**src/rtl/snake_pkg.sv**
```systemverilog
// Shared types and helpers for the snake game-state core.
// Covers the direction encoding, FSM states, grid defaults and the reset layout helper.
package snake_pkg;

   typedef enum logic [1:0] {
      DIR_UP    = 2'd0,
      DIR_DOWN  = 2'd1,
      DIR_LEFT  = 2'd2,
      DIR_RIGHT = 2'd3
   } dir_t;

   typedef enum logic [1:0] {
      ST_IDLE = 2'd0,
      ST_RUN  = 2'd1,
      ST_DEAD = 2'd2
   } state_t;

   localparam int GRID_W_DEF = 32;
   localparam int GRID_H_DEF = 24;

   function automatic dir_t opposite(input dir_t d);
      case (d)
         DIR_UP:   return DIR_DOWN;
         DIR_DOWN: return DIR_UP;
         DIR_LEFT: return DIR_RIGHT;
         default:  return DIR_LEFT;
      endcase
   endfunction

   // Reset layout: a horizontal run leftwards from the grid centre; segments
   // beyond the initial length pile up on the initial tail cell.
   function automatic int init_seg_x(input int grid_w, input int init_len, input int i);
      return grid_w / 2 - ((i < init_len - 1) ? i : init_len - 1);
   endfunction

endpackage

```
**src/rtl/snake_dir_ctrl.sv**
```systemverilog
// Direction request logic: button priority, reversal filter, and the pend/dir registers.
// dir only changes on a committed move, so reversal is judged against the real heading.
module snake_dir_ctrl
   import snake_pkg::*;
(
   input  logic       clk,
   input  logic       rst,
   input  logic       sample_en,
   input  logic       update_en,
   input  logic       btn_up,
   input  logic       btn_down,
   input  logic       btn_left,
   input  logic       btn_right,
   output logic [1:0] pend,
   output logic [1:0] dir,
   output logic       accept
);

   dir_t req;
   logic any_btn;

   always_comb begin
      req     = DIR_RIGHT;
      any_btn = btn_up | btn_down | btn_left | btn_right;
      if (btn_up)
         req = DIR_UP;
      else if (btn_down)
         req = DIR_DOWN;
      else if (btn_left)
         req = DIR_LEFT;
      accept = sample_en && any_btn && (req != opposite(dir_t'(dir)));
   end

   always_ff @(posedge clk) begin
      if (rst) begin
         pend <= DIR_RIGHT;
         dir  <= DIR_RIGHT;
      end else begin
         if (update_en)
            dir <= pend;
         if (accept)
            pend <= req;
      end
   end

endmodule

```
**src/rtl/snake_engine.sv**
```systemverilog
// Snake game-state core: body shift register, move/collision logic and game FSM.
// Occupancy queries are combinational so the renderer and food generator see the live body.
//
//   state   | meaning
//   --------+----------------------------------------------------
//   ST_IDLE | reset layout shown, waiting for a non-reversing press
//   ST_RUN  | snake advances one cell per update tick
//   ST_DEAD | wall or self collision seen; frozen until rst
module snake_engine
   import snake_pkg::*;
#(
   parameter int GRID_W   = GRID_W_DEF,
   parameter int GRID_H   = GRID_H_DEF,
   parameter int X_W      = 5,
   parameter int Y_W      = 5,
   parameter int MAX_LEN  = 16,
   parameter int INIT_LEN = 3,
   parameter int L_W      = 5
) (
   input  logic           clk,
   input  logic           rst,
   input  logic           update,
   input  logic           btn_up,
   input  logic           btn_down,
   input  logic           btn_left,
   input  logic           btn_right,
   input  logic [X_W-1:0] food_x,
   input  logic [Y_W-1:0] food_y,
   input  logic           food_valid,
   input  logic [X_W-1:0] query_x,
   input  logic [Y_W-1:0] query_y,
   output logic           query_body,
   output logic           query_head,
   output logic [X_W-1:0] head_x,
   output logic [Y_W-1:0] head_y,
   output logic [L_W-1:0] length,
   output logic           ate,
   output logic           running,
   output logic           game_over
);

   state_t         state;
   logic [X_W-1:0] seg_x [MAX_LEN];
   logic [Y_W-1:0] seg_y [MAX_LEN];
   logic [1:0]     pend;
   logic [1:0]     dir;
   logic           accept;
   logic [X_W-1:0] nh_x;
   logic [Y_W-1:0] nh_y;
   logic           wall_hit;
   logic           grow;
   logic           self_hit;
   logic           collide;

   snake_dir_ctrl u_dir_ctrl (
      .clk       (clk),
      .rst       (rst),
      .sample_en (state != ST_DEAD),
      .update_en (update && (state == ST_RUN) && !collide),
      .btn_up    (btn_up),
      .btn_down  (btn_down),
      .btn_left  (btn_left),
      .btn_right (btn_right),
      .pend      (pend),
      .dir       (dir),
      .accept    (accept)
   );

   // nh wraps on a wall hit, but wall_hit forces a collision so it is never stored.
   always_comb begin
      nh_x     = seg_x[0];
      nh_y     = seg_y[0];
      wall_hit = 1'b0;
      case (pend)
         DIR_UP: begin
            wall_hit = (seg_y[0] == '0);
            nh_y     = seg_y[0] - Y_W'(1);
         end
         DIR_DOWN: begin
            wall_hit = (seg_y[0] == Y_W'(GRID_H - 1));
            nh_y     = seg_y[0] + Y_W'(1);
         end
         DIR_LEFT: begin
            wall_hit = (seg_x[0] == '0);
            nh_x     = seg_x[0] - X_W'(1);
         end
         default: begin
            wall_hit = (seg_x[0] == X_W'(GRID_W - 1));
            nh_x     = seg_x[0] + X_W'(1);
         end
      endcase
   end

   assign grow = food_valid && (nh_x == food_x) && (nh_y == food_y);

   // The tail cell only counts as occupied when growing, since otherwise it vacates this tick.
   always_comb begin
      self_hit = 1'b0;
      for (int i = 1; i < MAX_LEN; i++) begin
         if (((i + 1) < int'(length)) || (grow && ((i + 1) == int'(length)))) begin
            if ((seg_x[i] == nh_x) && (seg_y[i] == nh_y))
               self_hit = 1'b1;
         end
      end
   end

   assign collide = wall_hit | self_hit;

   always_comb begin
      query_body = 1'b0;
      for (int i = 0; i < MAX_LEN; i++) begin
         if ((i < int'(length)) && (seg_x[i] == query_x) && (seg_y[i] == query_y))
            query_body = 1'b1;
      end
   end

   assign query_head = (seg_x[0] == query_x) && (seg_y[0] == query_y);
   assign head_x     = seg_x[0];
   assign head_y     = seg_y[0];

   always_ff @(posedge clk) begin
      if (rst) begin
         state     <= ST_IDLE;
         length    <= L_W'(INIT_LEN);
         ate       <= 1'b0;
         running   <= 1'b0;
         game_over <= 1'b0;
         for (int i = 0; i < MAX_LEN; i++) begin
            seg_x[i] <= X_W'(init_seg_x(GRID_W, INIT_LEN, i));
            seg_y[i] <= Y_W'(GRID_H / 2);
         end
      end else begin
         ate <= 1'b0;
         case (state)
            ST_IDLE: begin
               if (accept) begin
                  state   <= ST_RUN;
                  running <= 1'b1;
               end
            end
            ST_RUN: begin
               if (update) begin
                  if (collide) begin
                     state     <= ST_DEAD;
                     running   <= 1'b0;
                     game_over <= 1'b1;
                  end else begin
                     for (int i = 1; i < MAX_LEN; i++) begin
                        seg_x[i] <= seg_x[i-1];
                        seg_y[i] <= seg_y[i-1];
                     end
                     seg_x[0] <= nh_x;
                     seg_y[0] <= nh_y;
                     if (grow) begin
                        ate <= 1'b1;
                        if (length != L_W'(MAX_LEN))
                           length <= length + L_W'(1);
                     end
                  end
               end
            end
            default: ;
         endcase
      end
   end

endmodule

```
**config.mk**
```make
export PLATFORM = sky130hd
export DESIGN_NAME = snake_engine
export DESIGN_NICKNAME = d
export VERILOG_FILES = /design/src/rtl/snake_pkg.sv /design/src/rtl/snake_dir_ctrl.sv /design/src/rtl/snake_engine.sv
export SDC_FILE = /design/constraint.sdc
export NUM_CORES = 1
export LEC_CHECK = 0
export BUFFER_PORTS_ARGS = -buffer_cell sky130_fd_sc_hd__buf_2
export CAP_MARGIN = 10
export CORE_UTILIZATION = 40
export CTS_CLUSTER_SIZE = 24
export DETAILED_ROUTE_END_ITERATION = 10
export GPL_ROUTABILITY_DRIVEN = 1
export PLACE_DENSITY = 0.64
export RECOVER_POWER = 50
export SYNTH_ARGS = -nofsm -noshare
export SYNTH_HDL_FRONTEND = slang
export SYNTH_HIERARCHICAL = 1
export SYNTH_SLANG_ARGS = --single-unit
```
**constraint.sdc**
```tcl
create_clock -name clk -period 9.89 [get_ports clk]
set_input_delay 0.989 -clock clk [delete_from_list [all_inputs] [get_ports clk]]
set_output_delay 0.989 -clock clk [all_outputs]
set_load 0.01 [all_outputs]
```
==> key figures, run 1 <==
Status
  – Status: finished, violations left
  – Failing checks: max-capacitance violations, max-slew violations

Logic synthesis
  – Synth Net Count: 1425
  – Synth Flop Type: edfxtp_1
  – Synth warn: 6
  – Synth cell types: 86
  – Sequential element share of the synthesized area: 0.347
  – Register bit count reported by yosys: 173
  – Syn Area/Cell: roughly 9 sq um
  – Syn Std Cell Area: 0.0129 sq mm
  – Async S/R FF share, synth: 0
  – Cells after Synth: 1387
  – EDFF count, synth: 100

Global routing
  – GRT Total Usage: 0.289
  – Largest net degree at the start of global routing: 86
  – Number of antenna violations at the first check in global routing: 2
  – First-pass GRT wire length: 70.6 mm
  – Vias in the first global route: approximately 11000
  – Grt ovf: 0

Timing
  – Final hold violation count: 0
  – Final Skew: 0.0283 ns
  – Worst-Margin Slew: 3.35 ns
  – Worst hold slack: 0.467 ns
  – Final count of negative-setup-slack endpoints: 0
  – Slew Limit Fails: 123
  – Unrepaired setup endpoints after global routing: false
  – Setup TNS: 0 ns
  – Fin crit period: 8.62 ns
  – Relative slew margins: -1.23
  – Max Freq: 116 MHz
  – Crit share post-route: 0.871
  – Setup ws final: 1.27 ns

Floorplanning
  – Chip Height: 181 um
  – Initial Utilization: 0.407
  – Die Area: ~0.033 sq mm
  – # rows: 65
  – Die X: 181 um
  – IO Pins: 48
  – Core box area: around 0.032 sq mm

Clock tree
  – Post-CTS Setup Bufs: 0
  – TritonCTS Buffers: 17
  – Clock Sink Count: 173
  – CTS tree: yes
  – Clock Tree Root: clkbuf_16
  – Clock Latency Late Sink: approximately 0.46 ns
  – Reg clk slew, reported paths: approximately 0.07 ns
  – CTS max path bufs: 2
  – # hold bufs at CTS: 0
  – H-Tree Depth: 4
  – # resized after CTS: 0

Routing
  – Avg Vias per Cell: 6.55
  – Post-route ant nets: 0
  – Initial DRC Count: 1739
  – Drc violations: 0
  – Pre-Repair DR Iteration Count: 7
  – Wirelength per Cell: 27.1 um
  – Via count: between 10000 and 15000
  – Drt total wl: ~48 mm

Worst setup path
  – R2R Setup Slk: ~1.3 ns
  – CP Capture Type: flop
  – Crit-path cells: buf_4 > nand2b_1 > inv_1 > fa_1 > or2_2 > mux4_2 > or4_1 > a2111oi_0 > a221oi_1 > o2111ai_1 > or4b_2 > clkbuf_1 > nor4_4 > buf_4 > and2_1
  – CP Buf/Inv Count: 4
  – Worst r2r path cells: 15
  – End of the worst register-to-register path: seg_y[0][21]
  – Critical Path Fanout Max: 85
  – Cell depth of the worst setup path: 15
  – Worst R2R Start: u_dir_ctrl/pend[1]
  – CP Capture Point: seg_y[0][21]
  – Max stage delay cell, worst path: clkbuf_1
  – Beginning of the critical path: u_dir_ctrl/pend[1]
  – Most used cell, CP: buf_4
  – Slowest stage delay, CP: ~2.4 ns
  – WP data required: 10.10 ns
  – Worst Setup Start Kind: flop
  – CP Class: reg -> reg
  – Top delay family on crit path: buffers and inverters
  – CP Data Arrival Time: just under 9 ns

Pwr
  – PwrDens: around 140 mW/mm^2
  – Sequential share of power: 0.425
  – Clock power frac: 0.353
  – Worst IR drop on VDD: ~120 uV
  – Comb power frac: 0.223
  – Static Leak: 0.00441 uW
  – P_sw: 645 uW
  – Switch share: 0.332
  – Int Power: 1300 uW

Min path
  – Worst Hold Class: reg -> reg
  – Hold depth: 1

Place
  – Pre-CTS worst setup slack: 2.01 ns
  – Hpwl dp: 31.9 mm
  – GP Congestion: slightly below 1
  – Cell Area, Placed: 0.0132 sq mm
  – Port Buffers: 47

Final layout
  – Fill count: 3090
  – Most common cell after layout, fill and taps aside: xnor2_1
  – Layout net count: approximately 1400
  – Antenna diodes: 0
  – Area occupied by multi-input gates: approximately 0.0077 sq mm
  – Commonest non-fill, non-tap cells in the layout: xnor2_1, xor2_1, edfxtp_1, dfxtp_1, nand4_1
  – Share of cells above drive strength 1: 0.0809
  – Layout area overhead: 6.92%
  – Design area: 0.0137 sq mm
  – Storage element area: 0.00446 sq mm

Job
  – Number of max-cap violations: 3
==> worst reg2reg max path, cell delays in order (launching register included) <==
cell and delay, ns:
dfxtp_1 0.92, buf_4 0.51, nand2b_1 0.27, inv_1 0.11
fa_1 0.68, or2_2 0.39, mux4_2 0.47, or4_1 0.54
a2111oi_0 0.73, a221oi_1 0.23, o2111ai_1 0.19, or4b_2 0.17
clkbuf_1 2.35, nor4_4 -0.02, buf_4 0.46, and2_1 0.38
==> cells by family after synthesis <==
| logic type | count (synthesis) | share of synthesized area |
|---|---|---|
| xor+xnor | 316 | 0.233 |
| mux | 10 | 0.0103 |
| buf+inv | 161 | 0.0539 |
| simple gates | 440 | 0.201 |
| fa+ha+maj | 10 | 0.0103 |
| compound gates | 277 | 0.144 |
| flops | 173 | 0.347 |
==> state kept, by name (all words and copies together), names as in the netlist <==
| signal | cells |
|---|---|
| seg_x | 80 |
| seg_y | 80 |
| length | 5 |
| state | 2 |
| u_dir_ctrl/dir | 2 |
| u_dir_ctrl/pend | 2 |
| ate | 1 |
| game_over | 1 |
==> power by group through the flow <==
| stage | registers [uW] | clock network (uW) | logic, uW |
|---|---|---|---|
| final | 825 | 685 | 432 |
| after global routing | 826 | 715 | 458 |
| after CTS | 823 | 690 | 422 |
| after detailed placement | 839 | 0 | 420 |
| after global placement | 839 | 0 | 416 |
| after floorplan | 820 | 0 | 316 |
==> synthesized netlist by cell type (all sizes together), types with 4 or more instances <==
master / instances / area share
xnor2: 169 / 0.12
xor2: 132 / 0.090
edfxtp: 100 / 0.23
clkbuf: 81 / 0.024
dfxtp: 73 / 0.11
nand4: 67 / 0.033
o21ai: 59 / 0.023
a21oi: 56 / 0.023
nor3: 55 / 0.021
nor4: 55 / 0.028
buf: 54 / 0.023
nand2b: 53 / 0.026
a31oi: 40 / 0.019
and2: 39 / 0.019
o31ai: 36 / 0.021
nor2: 35 / 0.010
nand3: 31 / 0.012
nand2: 30 / 0.0088
inv: 25 / 0.0073
or3: 14 / 0.0068
xnor3: 14 / 0.025
a2111oi: 11 / 0.0077
and3: 11 / 0.0054
nor3b: 11 / 0.0068
nor2b: 10 / 0.0049
o2111ai: 10 / 0.0068
ha: 9 / 0.0088
o211ai: 7 / 0.0041
a21boi: 6 / 0.0035
nor4b: 6 / 0.0051
or4: 6 / 0.0035
a221oi: 5 / 0.0034
mux2i: 5 / 0.0042
o22ai: 5 / 0.0024
or2: 5 / 0.0024
a211o: 4 / 0.0027
a311oi: 4 / 0.0027
==> final cells by class <==
class,count,share of cell area
Clock buffer,17,0.0310
Clock inverter,15,0.0111
Inverter,26,0.00710
Multi-Input combinational cell,1053,0.561
Sequential cell,173,0.325
Tap cell,402,0.0366
Timing Repair Buffer,75,0.0286
==> metrics by stage <==
stage          cells   util  total power [uW]
2_1_floorplan   1387      -              1140
3_3_place_gp    1728  0.419              1260
3_5_place_dp    1728  0.419              1260
4_1_cts         1760  0.438              1940
5_1_grt         1761  0.435              2000
6_report        1761  0.435              1940
==> how the worst min path moves through the flow <==
stage / startpoint / end
after floorplan: state[1] / state[1]
after global placement: game_over / game_over
after detailed placement: game_over / game_over
after CTS: game_over / game_over
after global routing: game_over / game_over
final: game_over / game_over
==> routing by layer <==
layer,wire (um),vias to the layer above,global-route usage
li1,-,4987,-
met3,5000,132,0.0633
met1,19700,5628,0.393
met2,21100,783,0.436
met5,0,-,0
met4,2010,0,0.134
No activity file was read; power rests on OpenSTA's default activity.
==> run 2, diff against run 1 <==
- CORE_ASPECT_RATIO: default -> 0.75
==> key figures, run 2 (synthesis results as in run 1) <==
Timing
  – Fin crit period: 8.96 ns
  – Slew Limit Fails: 124
  – Max Freq: 112 MHz
  – Final count of negative-setup-slack endpoints: 0
  – Crit share post-route: 0.906
  – Final Skew: 0.0129 ns
  – Worst-Margin Slew: 3.25 ns
  – Setup TNS: 0 ns
  – Final hold violation count: 0
  – Unrepaired setup endpoints after global routing: false
  – Relative slew margins: -1.17

Routing
  – Via count: around 12000
  – Drc violations: 0
  – Drt total wl: 49.0 mm
  – Post-route ant nets: 0
  – Avg Vias per Cell: 6.61
  – Initial DRC Count: between 1500 and 2000
  – Pre-Repair DR Iteration Count: 6
  – Wirelength per Cell: 27.7 um

Global routing
  – Number of antenna violations at the first check in global routing: 0
  – Grt ovf: 0
  – Largest net degree at the start of global routing: 86
  – First-pass GRT wire length: 72.0 mm
  – GRT Total Usage: 0.299
  – Vias in the first global route: between 10000 and 15000

Clock tree
  – Post-CTS Setup Bufs: 0
  – TritonCTS Buffers: 17
  – Reg clk slew, reported paths: 0.07 ns
  – # hold bufs at CTS: 0
  – # resized after CTS: 0
  – H-Tree Depth: 4
  – Clock Latency Late Sink: 0.45 ns
  – CTS tree: yes
  – Clock Tree Root: clkbuf_16
  – CTS max path bufs: 2
  – Clock Sink Count: 173

Pwr
  – Worst IR drop on VDD: 97.2 uV
  – Static Leak: 0.00444 uW
  – PwrDens: 141 mW/mm^2
  – Tot Pwr: 1930 uW

Min path
  – Endpoint, Worst Hold: game_over
  – Worst Hold Class: reg -> reg
  – Hold depth: 1
  – Startpoint of the worst hold path: game_over

Final layout
  – Antenna diodes: 0
  – Storage element area: ~0.0045 sq mm
  – Fill count: about 3000
  – Commonest non-fill, non-tap cells in the layout: xnor2_1, xor2_1, edfxtp_1, dfxtp_1, nand4_1
  – Layout area overhead: 6.83%
  – Largest regs: seg_x (80), seg_y (80), length (5)
  – Area occupied by multi-input gates: 0.00771 sq mm
  – Most common cell after layout, fill and taps aside: xnor2_1
  – Core Util, Final: 0.436
  – Layout net count: 1384
  – Share of cells above drive strength 1: 0.0795

Worst setup path
  – CP Class: reg -> reg
  – R2R Setup Slk: roughly 0.93 ns
  – Worst r2r path cells: 13
  – Most used cell, CP: clkbuf_1
  – End of the worst register-to-register path: seg_y[0][25]
  – CP Buf/Inv Count: 3
  – WP data required: 10.10 ns
  – Worst R2R Start: seg_y[0][0]
  – Crit-path cells: clkbuf_1 > a21oi_1 > mux2i_1 > nand2_1 > xor2_1 > nor4b_1 > a221oi_1 > a211oi_1 > or4b_2 > clkbuf_1 > nor4_4 > buf_4 > and2_1
  – CP Data Arrival Time: 9.16 ns
  – Max stage delay cell, worst path: clkbuf_1
  – Worst Setup Start Kind: flop
  – Top delay family on crit path: buffers and inverters
  – Slowest stage delay, CP: ~2.3 ns
  – CP Capture Type: flop
  – Critical Path Fanout Max: 85

Floorplanning
  – Die X: around 210 um
  – Core box area: 0.0315 sq mm
  – # rows: 56
  – Die Area: 0.0329 sq mm
  – IO Pins: 48
  – Chip Height: 157 um
  – Initial Utilization: 0.409

Status
  – Status: finished, violations left
  – Failing checks: max-capacitance violations, max-slew violations

Place
  – Hpwl dp: 33.3 mm
  – Port Buffers: 47
  – GP Congestion: 1.02

Job
  – Number of max-cap violations: 3
run 2: cell type report:
| type | instances | area share |
|---|---|---|
| clock buffer | 21 | 0.0337 |
| multi-input combinational | 1053 | 0.561 |
| inverter | 26 | 0.00711 |
| tap | 406 | 0.0370 |
| sequential | 173 | 0.325 |
| clock inverter | 11 | 0.00656 |
| timing repair buffer | 75 | 0.0291 |
run 2: metrics by stage:
stage	hold slack (ns)	instance area, sq um	setup slack [ns]	std cells
2_1_floorplan	0.464	12900	2.38	1387
3_3_place_gp	0.451	13200	2.41	1733
3_5_place_dp	0.458	13200	2.31	1733
4_1_cts	0.475	13800	2.27	1765
5_1_grt	0.516	13700	0.827	1765
6_report	0.470	13700	0.933	1765
run 2: per-layer routing:
| metal | global-route usage | vias up | part of all wire |
|---|---|---|---|
| met2 | 0.412 | 832 | 0.40 |
| met1 | 0.447 | 5738 | 0.44 |
| met3 | 0.0854 | 93 | 0.13 |
| met5 | 0 | - | 0 |
| li1 | - | 4998 | - |
| met4 | 0.0774 | 0 | 0.022 |
run 2: worst max-delay path by stage:
stage                   end                from  cells past startpoint
6_report       seg_y[0][25]         seg_y[0][0]                     13
5_1_grt        seg_x[0][15]         seg_y[0][0]                     13
4_1_cts         seg_y[1][4]  u_dir_ctrl/pend[1]                     14
3_5_place_dp    seg_y[1][4]  u_dir_ctrl/pend[1]                     14
3_3_place_gp    seg_y[1][1]  u_dir_ctrl/pend[1]                     14
2_1_floorplan   seg_x[0][0]  u_dir_ctrl/pend[1]                     20
run 2: power by group:
part	leakage, uW	total (uW)	switching [uW]	internal, uW
Clock	0.000289	668	306	362
Combinational	0.00267	430	272	159
Sequential	0.00148	833	49.3	784
Total	0.00444	1930	627	1300
